File: config.mk
export PLATFORM = sky130hd
export DESIGN_NAME = sample_rate_gen
export DESIGN_NICKNAME = d
export VERILOG_FILES = /design/src/rtl/ipod_pkg.sv /design/src/rtl/sample_req_hs.sv /design/src/rtl/sample_rate_gen.sv
export SDC_FILE = /design/constraint.sdc
export NUM_CORES = 1
export LEC_CHECK = 0
export ABC_AREA = 1
export CAP_MARGIN = 20
export CORE_ASPECT_RATIO = 0.9
export CORE_MARGIN = 2
export CORE_UTILIZATION = 57
export DETAILED_ROUTE_END_ITERATION = 10
export HOLD_SLACK_MARGIN = 0.12
export PLACE_DENSITY = 0.85
export SLEW_MARGIN = 20
export SYNTH_ARGS = -nofsm -noshare
export SYNTH_HDL_FRONTEND = slang
export SYNTH_SLANG_ARGS = --single-unit
File: constraint.sdc
create_clock -name clk -period 5.4 [get_ports clk]
set_clock_uncertainty 0.2 [all_clocks]
set_input_delay 1.62 -clock clk [delete_from_list [all_inputs] [get_ports clk]]
set_output_delay 1.62 -clock clk [all_outputs]
set_load 0.1 [all_outputs]
File: src/rtl/ipod_pkg.sv
// Shared constants and types for the playback clocking path.
// Also used by the frequency controller that produces half_cycles.
package ipod_pkg;

   localparam int HALF_W = 16;
   localparam int MIN_HALF = 2;
   localparam int SYS_CLK_FREQ_HALF = 25_000_000;
   localparam int OVR_W = 8;

   typedef logic [HALF_W-1:0] half_cnt_t;

endpackage

File: src/rtl/sample_req_hs.sv
// Request/acknowledge handshake to the flash reader, plus sticky overrun.
// SAMPLE_RATE_OVR_CNT_EN adds a saturating overrun event counter.
module sample_req_hs
   import ipod_pkg::*;
(
   input  logic clk,
   input  logic reset_n,
   input  logic tick,
   input  logic sample_ack,
   input  logic clr_overrun,
   output logic sample_req,
   output logic overrun
`ifdef SAMPLE_RATE_OVR_CNT_EN
   ,
   output logic [OVR_W-1:0] ovr_count
`endif
);

   logic hit;

   // a new tick while the previous request is still unacknowledged
   assign hit = tick & sample_req & ~sample_ack;

   always_ff @(posedge clk or negedge reset_n) begin
      if (!reset_n) begin
         sample_req <= 1'b0;
         overrun    <= 1'b0;
      end else begin
         if (tick)
            sample_req <= 1'b1;
         else if (sample_ack)
            sample_req <= 1'b0;

         if (hit)
            overrun <= 1'b1;
         else if (clr_overrun)
            overrun <= 1'b0;
      end
   end

`ifdef SAMPLE_RATE_OVR_CNT_EN
   always_ff @(posedge clk or negedge reset_n) begin
      if (!reset_n) begin
         ovr_count <= '0;
      end else if (hit) begin
         if (ovr_count != '1)
            ovr_count <= ovr_count + 1'b1;
      end else if (clr_overrun) begin
         ovr_count <= '0;
      end
   end
`endif

endmodule

File: src/rtl/sample_rate_gen.sv
// Divided playback clock, sample tick and reader handshake.
// Optional overrun counter port under SAMPLE_RATE_OVR_CNT_EN.
module sample_rate_gen #(
   parameter int HALF_W   = ipod_pkg::HALF_W,
   parameter int MIN_HALF = ipod_pkg::MIN_HALF
) (
   input  logic              clk,
   input  logic              reset_n,
   input  logic [HALF_W-1:0] half_cycles,
   input  logic              enable,
   input  logic              restart,
   input  logic              sample_ack,
   input  logic              clr_overrun,
   output logic              div_clk,
   output logic              tick,
   output logic              sample_req,
   output logic              overrun
`ifdef SAMPLE_RATE_OVR_CNT_EN
   ,
   output logic [7:0]        ovr_count
`endif
);

   logic [HALF_W-1:0] cnt;
   logic [HALF_W-1:0] eff_half;

   assign eff_half = (half_cycles < HALF_W'(MIN_HALF)) ?
                     HALF_W'(MIN_HALF) : half_cycles;

   // period is only reloaded at cnt==0, so no half-period is ever cut short
   always_ff @(posedge clk or negedge reset_n) begin
      if (!reset_n) begin
         cnt     <= '0;
         div_clk <= 1'b0;
         tick    <= 1'b0;
      end else begin
         priority case (1'b1)
            restart: begin
               cnt     <= '0;
               div_clk <= 1'b0;
               tick    <= 1'b0;
            end
            enable: begin
               if (cnt == '0) begin
                  div_clk <= ~div_clk;
                  tick    <= ~div_clk;
                  cnt     <= eff_half - HALF_W'(1);
               end else begin
                  cnt  <= cnt - HALF_W'(1);
                  tick <= 1'b0;
               end
            end
            default: tick <= 1'b0;
         endcase
      end
   end

   sample_req_hs u_hs (
      .clk         (clk),
      .reset_n     (reset_n),
      .tick        (tick),
      .sample_ack  (sample_ack),
      .clr_overrun (clr_overrun),
      .sample_req  (sample_req),
      .overrun     (overrun)
`ifdef SAMPLE_RATE_OVR_CNT_EN
      ,
      .ovr_count   (ovr_count)
`endif
   );

endmodule
Yosys cells after proc, flatten, opt, wreduce, memory -nomap -nowiden:

Cells that the tools add are included.

* register bits: 20
* input port bits: 22
* output and inout port bits: 4

* reductions and logical operators: 6
* order comparisons: 1
* bitwise gates (word level): 4
* muxes and demuxes: 14
* $add $sub $neg: 2

Operators by type and width (number)
* $mux 16: 4
* $sub 16x1->16 const B: 2
* $logic_not 16->1: 1
* $lt 16x2->1 const B: 1
* $mux 1: 10
* $reduce_bool 2->1: 4
* $and 1x1->1: 2
* $not 1->1: 2
* $reduce_and 2->1: 1

Logic depth before layout (Yosys ltp):

* word-level depth: 6
* depth in mapped cells: 15
* depth with buffers taken out: 15

By module:

Synthesis repeated with hierarchy kept, for this count alone.

* cell total of the unflattened synthesis: 246
* area, all modules: 1621.6 sq um

Modules (own cells, without submodules)
* sample_rate_gen: times used 1, area each 1540.2 sq um, cells an instance 236, seq. area each 450.4 sq um
* sample_req_hs: times used 1, area each 81.3 sq um, cells an instance 10, seq. area each 50.0 sq um

Least setup slack after synthesis:

No wires, ideal clock.

* path type: input to register
* start: input half_cycles[13]
* end: register cnt[10]
* stages on the path: 13
* path buffers: 0
* setup slack: 2.291 ns
* arrival: 2.789 ns
* cell sequence: nor2_1 nand2_1 nor2_1 nand2_1 nand2_1 o21ai_2 inv_2 ha_1 nand3_4 nor2_8 nand3_1 nand3_1 o21ai_1

* word-level cells in the longest chain between the ends: 6

RTL lines
* start, declared: RTL line sample_rate_gen.sv:9 `input logic [HALF_W-1:0] half_cycles,`
* $lt 16x2->1: RTL line sample_rate_gen.sv:27 `assign eff_half = (half_cycles < HALF_W'(MIN_HALF)) ?`
* $mux 16: RTL line sample_rate_gen.sv:27
* $sub 16x1->16: RTL line sample_rate_gen.sv:47 `cnt <= eff_half - HALF_W'(1);`
* $mux 16: RTL line sample_rate_gen.sv:44 `if (cnt == '0) begin`
* $mux 16 (2 in a row): RTL line sample_rate_gen.sv:37 `priority case (1'b1)`
* end signal, assigned: RTL line sample_rate_gen.sv:47
* end signal, assigned: RTL line sample_rate_gen.sv:49 `cnt <= cnt - HALF_W'(1);`
* end, declared: RTL line sample_rate_gen.sv:24 `logic [HALF_W-1:0] cnt;`

Every way passes these cells. The select of a mux whose other input is x is not followed.
A chain may end at the register's enable or synchronous reset.

Worst setup path after layout:

* start: register div_clk
* end: output div_clk

RTL lines
* start, declared: RTL line sample_rate_gen.sv:14 `output logic div_clk,`
* start signal, assigned: RTL line sample_rate_gen.sv:45 `div_clk <= ~div_clk;`

No word-level cell between the ends.

==> metrics.txt <==
Avg Vias per Cell=5.45; Sink Count=20; flop-to-flop setup slack=3.05 ns; post-route clock period utilization=67.8%; ANT nets after route=0; worst path arrival time=1.84 ns; PwrDens=645 nW/µm²; Die Y=around 54 µm; vias post-DR=1560; chip width=just under 60 µm; vias in the first global route=1505; Critical Path Max Stage Delay=1.14 ns; htree depth=1; Fmax=273 MHz; clk_lat worst skew=between 0.3 and 0.4 ns; Tightest Hold Check Type=register to register; CTS max path bufs=2; routability cong.=0.907; max cap viols=0; Final HPWL DP=between 2 and 3 mm; CTS tree=yes; Final Setup Violations=0; Slew Limit Headroom=a little over a third; largest net degree at the start of global routing=21; postcts setup bufs=0; Data required, critical path=3.58 ns; Root Driver=clkbuf_4; Final Hold Viols=0; Reg clk slew, reported paths=0.13 ns; Resized cells post-CTS=0; # hold bufs at CTS=0; Layout Nets=282; Startpoint Class=register; status=completed; Syn. warnings=0; Initial Util=61.6%; routed wire length=about 3.8 mm; Diodes inserted=0; GRT overflow=0; Crit path max-delay family=buffers and inverters; FF+latch count, synth=20; die footprint=3170 µm²; Crit Path Max Fanout=3; drt pass-1 iters=4; Syn Inst Count=230; routed wire length per instance=~13 µm; Net Count, Synth=about 250; global-route wire length before repair=between 6 and 7 mm; DR DRC count=0; Fin Setup TNS=0 ns; TritonCTS Buffers=3; PortBufs=25; Crit-path slowest cell=clkdlybuf4s50_1; Final Util=about three quarters; Core Box Area=2530 µm²; Avg Cell Area, Syn=~6.8 µm²; layout cells sized above 1=13.2%; CP Buf/Inv Count=1; GRT Resource Usage Total=~28%; # IOs=26; crit path time final=~3.7 ns; Iter 0 DRT Violations=73; Final Slew Violations=0; Netlist cell types=28; Post-Syn Area=1560 µm²; antenna violations before repair=0; worst vdd ir=0.382 mV; cells along the critical path=clkdlybuf4s50_1; Area growth syn-to-layout=20.9%; Seq/Total Area, Yosys=32.1%; Worst Setup End Kind=primary output; FP Rows=17; Tightest Pin Transition=0.961 ns; RSZ-0062 raised after global routing=false; Leak=0.956 nW; Crit Path Class=register to primary output
[cells in the mapped netlist]
master,number,share of area [%]
o22ai_1,5,2.0
nand3_1,21,6.7
o21bai_1,1,0.48
nor2_2,4,1.6
o21ai_1,3,0.96
nor2_1,32,7.7
o21ai_2,3,1.7
buf_2,1,0.32
inv_1,37,8.9
nor2_8,3,3.9
a21oi_1,3,0.96
xor2_1,1,0.56
nand2_1,58,14
o32ai_1,1,0.56
o21ai_0,9,2.9
nand3_4,1,1.1
nor2_4,3,2.2
clkbuf_8,1,0.88
ha_1,1,0.80
nand4_1,6,2.4
nand2_4,2,1.4
a31o_2,1,0.56
dfrtp_1,20,32
nand2_2,6,2.4
nand3_2,2,1.3
or2_2,1,0.40
inv_2,3,0.72
nand3b_1,1,0.48
[registers in the layout, summed over array words and instances (netlist names)]
register	flops
tick	1
u_hs.sample_req	1
u_hs.overrun	1
cnt	16
div_clk	1
[metrics by stage]
stage / hold slack, ns / total power [mW] / area, µm² / setup WS [ns] / instances
after global routing: 0.345 / 1.33 / 1890 / 1.70 / 286
after floorplan: 0.272 / 0.909 / 1560 / 2.29 / 230
after detailed placement: 0.286 / 1.08 / 1830 / 1.65 / 282
final: 0.311 / 1.22 / 1890 / 1.74 / 286
after global placement: 0.283 / 1.06 / 1830 / 1.70 / 282
after CTS: 0.316 / 1.21 / 1890 / 1.74 / 286
[final cells by class]
type,count,area (µm²)
inverter,40,150
timing repair buffer,26,258
multi-input combinational,168,890
fill,198,646
clock inverter,1,30.0
sequential,20,500
clock buffer,3,22.5
tap,28,35.0
[cell families after synthesis]
group,Yosys count,share of synthesized area (%)
simple gates,140,45.6
buf+inv,42,10.8
compound gates,26,10.1
flops,20,32.1
xor+xnor,1,0.562
fa+ha+maj,1,0.802
[placed cells by master, fill, tap and decap left out]
cell / Yosys / layout
nand2_1: 58 / 58
inv_1: 37 / 37
nor2_1: 32 / 32
clkdlybuf4s50_1: 0 / 25
nand3_1: 21 / 21
dfrtp_1: 20 / 20
o21ai_0: 9 / 9
nand2_2: 6 / 6
nand4_1: 6 / 6
o22ai_1: 5 / 5
nor2_2: 4 / 4
inv_2: 3 / 3
nor2_4: 3 / 3
nor2_8: 3 / 3
o21ai_2: 3 / 3
a21oi_1: 3 / 3
o21ai_1: 3 / 3
clkbuf_4: 0 / 3
nand3_2: 2 / 2
nand2_4: 2 / 2
or2_2: 1 / 1
nand3_4: 1 / 1
a31o_2: 1 / 1
o21bai_1: 1 / 1
o32ai_1: 1 / 1
nand3b_1: 1 / 1
xor2_1: 1 / 1
ha_1: 1 / 1
bufinv_16: 0 / 1
buf_4: 0 / 1
[worst register-to-register path: stages, from the launching register on]
cell	delay (ns)
dfrtp_1	0.41
nor2_1	0.21
nand2_2	0.13
nor2_8	0.22
nand2_4	0.13
o21ai_2	0.19
inv_2	0.07
ha_1	0.23
nand3_4	0.15
nor2_8	0.07
nand2_1	0.06
nand2_1	0.05
nand3_1	0.07
o21ai_1	0.07
[where the power goes]
part | total (mW) | leakage (nW) | switching, mW | internal [mW]
Sequential | 0.232 | 0.269 | 0.0334 | 0.198
Combinational | 0.859 | 0.659 | 0.590 | 0.268
Clock | 0.127 | 0.0279 | 0.0515 | 0.0751
[final timing paths]
check	from	endpoint	cells after the start
min in group asynchronous	reset_n	u_hs.sample_req	1
hold reg to reg	tick	u_hs.sample_req	2
hold / removal	tick	u_hs.sample_req	2
setup / recovery	div_clk	div_clk	1
max in group asynchronous	reset_n	cnt[6]	1
setup reg to reg	cnt[6]	cnt[10]	13
[metal layers]
metal	up-vias	share of wire [%]	global-route usage, %	routed length [µm]
li1	786	-	-	-
met1	695	46	36.4	1750
met2	76	45	46.7	1710
met3	3	8.0	6.73	304
met4	0	0.58	5.68	22
met5	-	0	0	0
No activity file was read; power rests on OpenSTA's default activity.
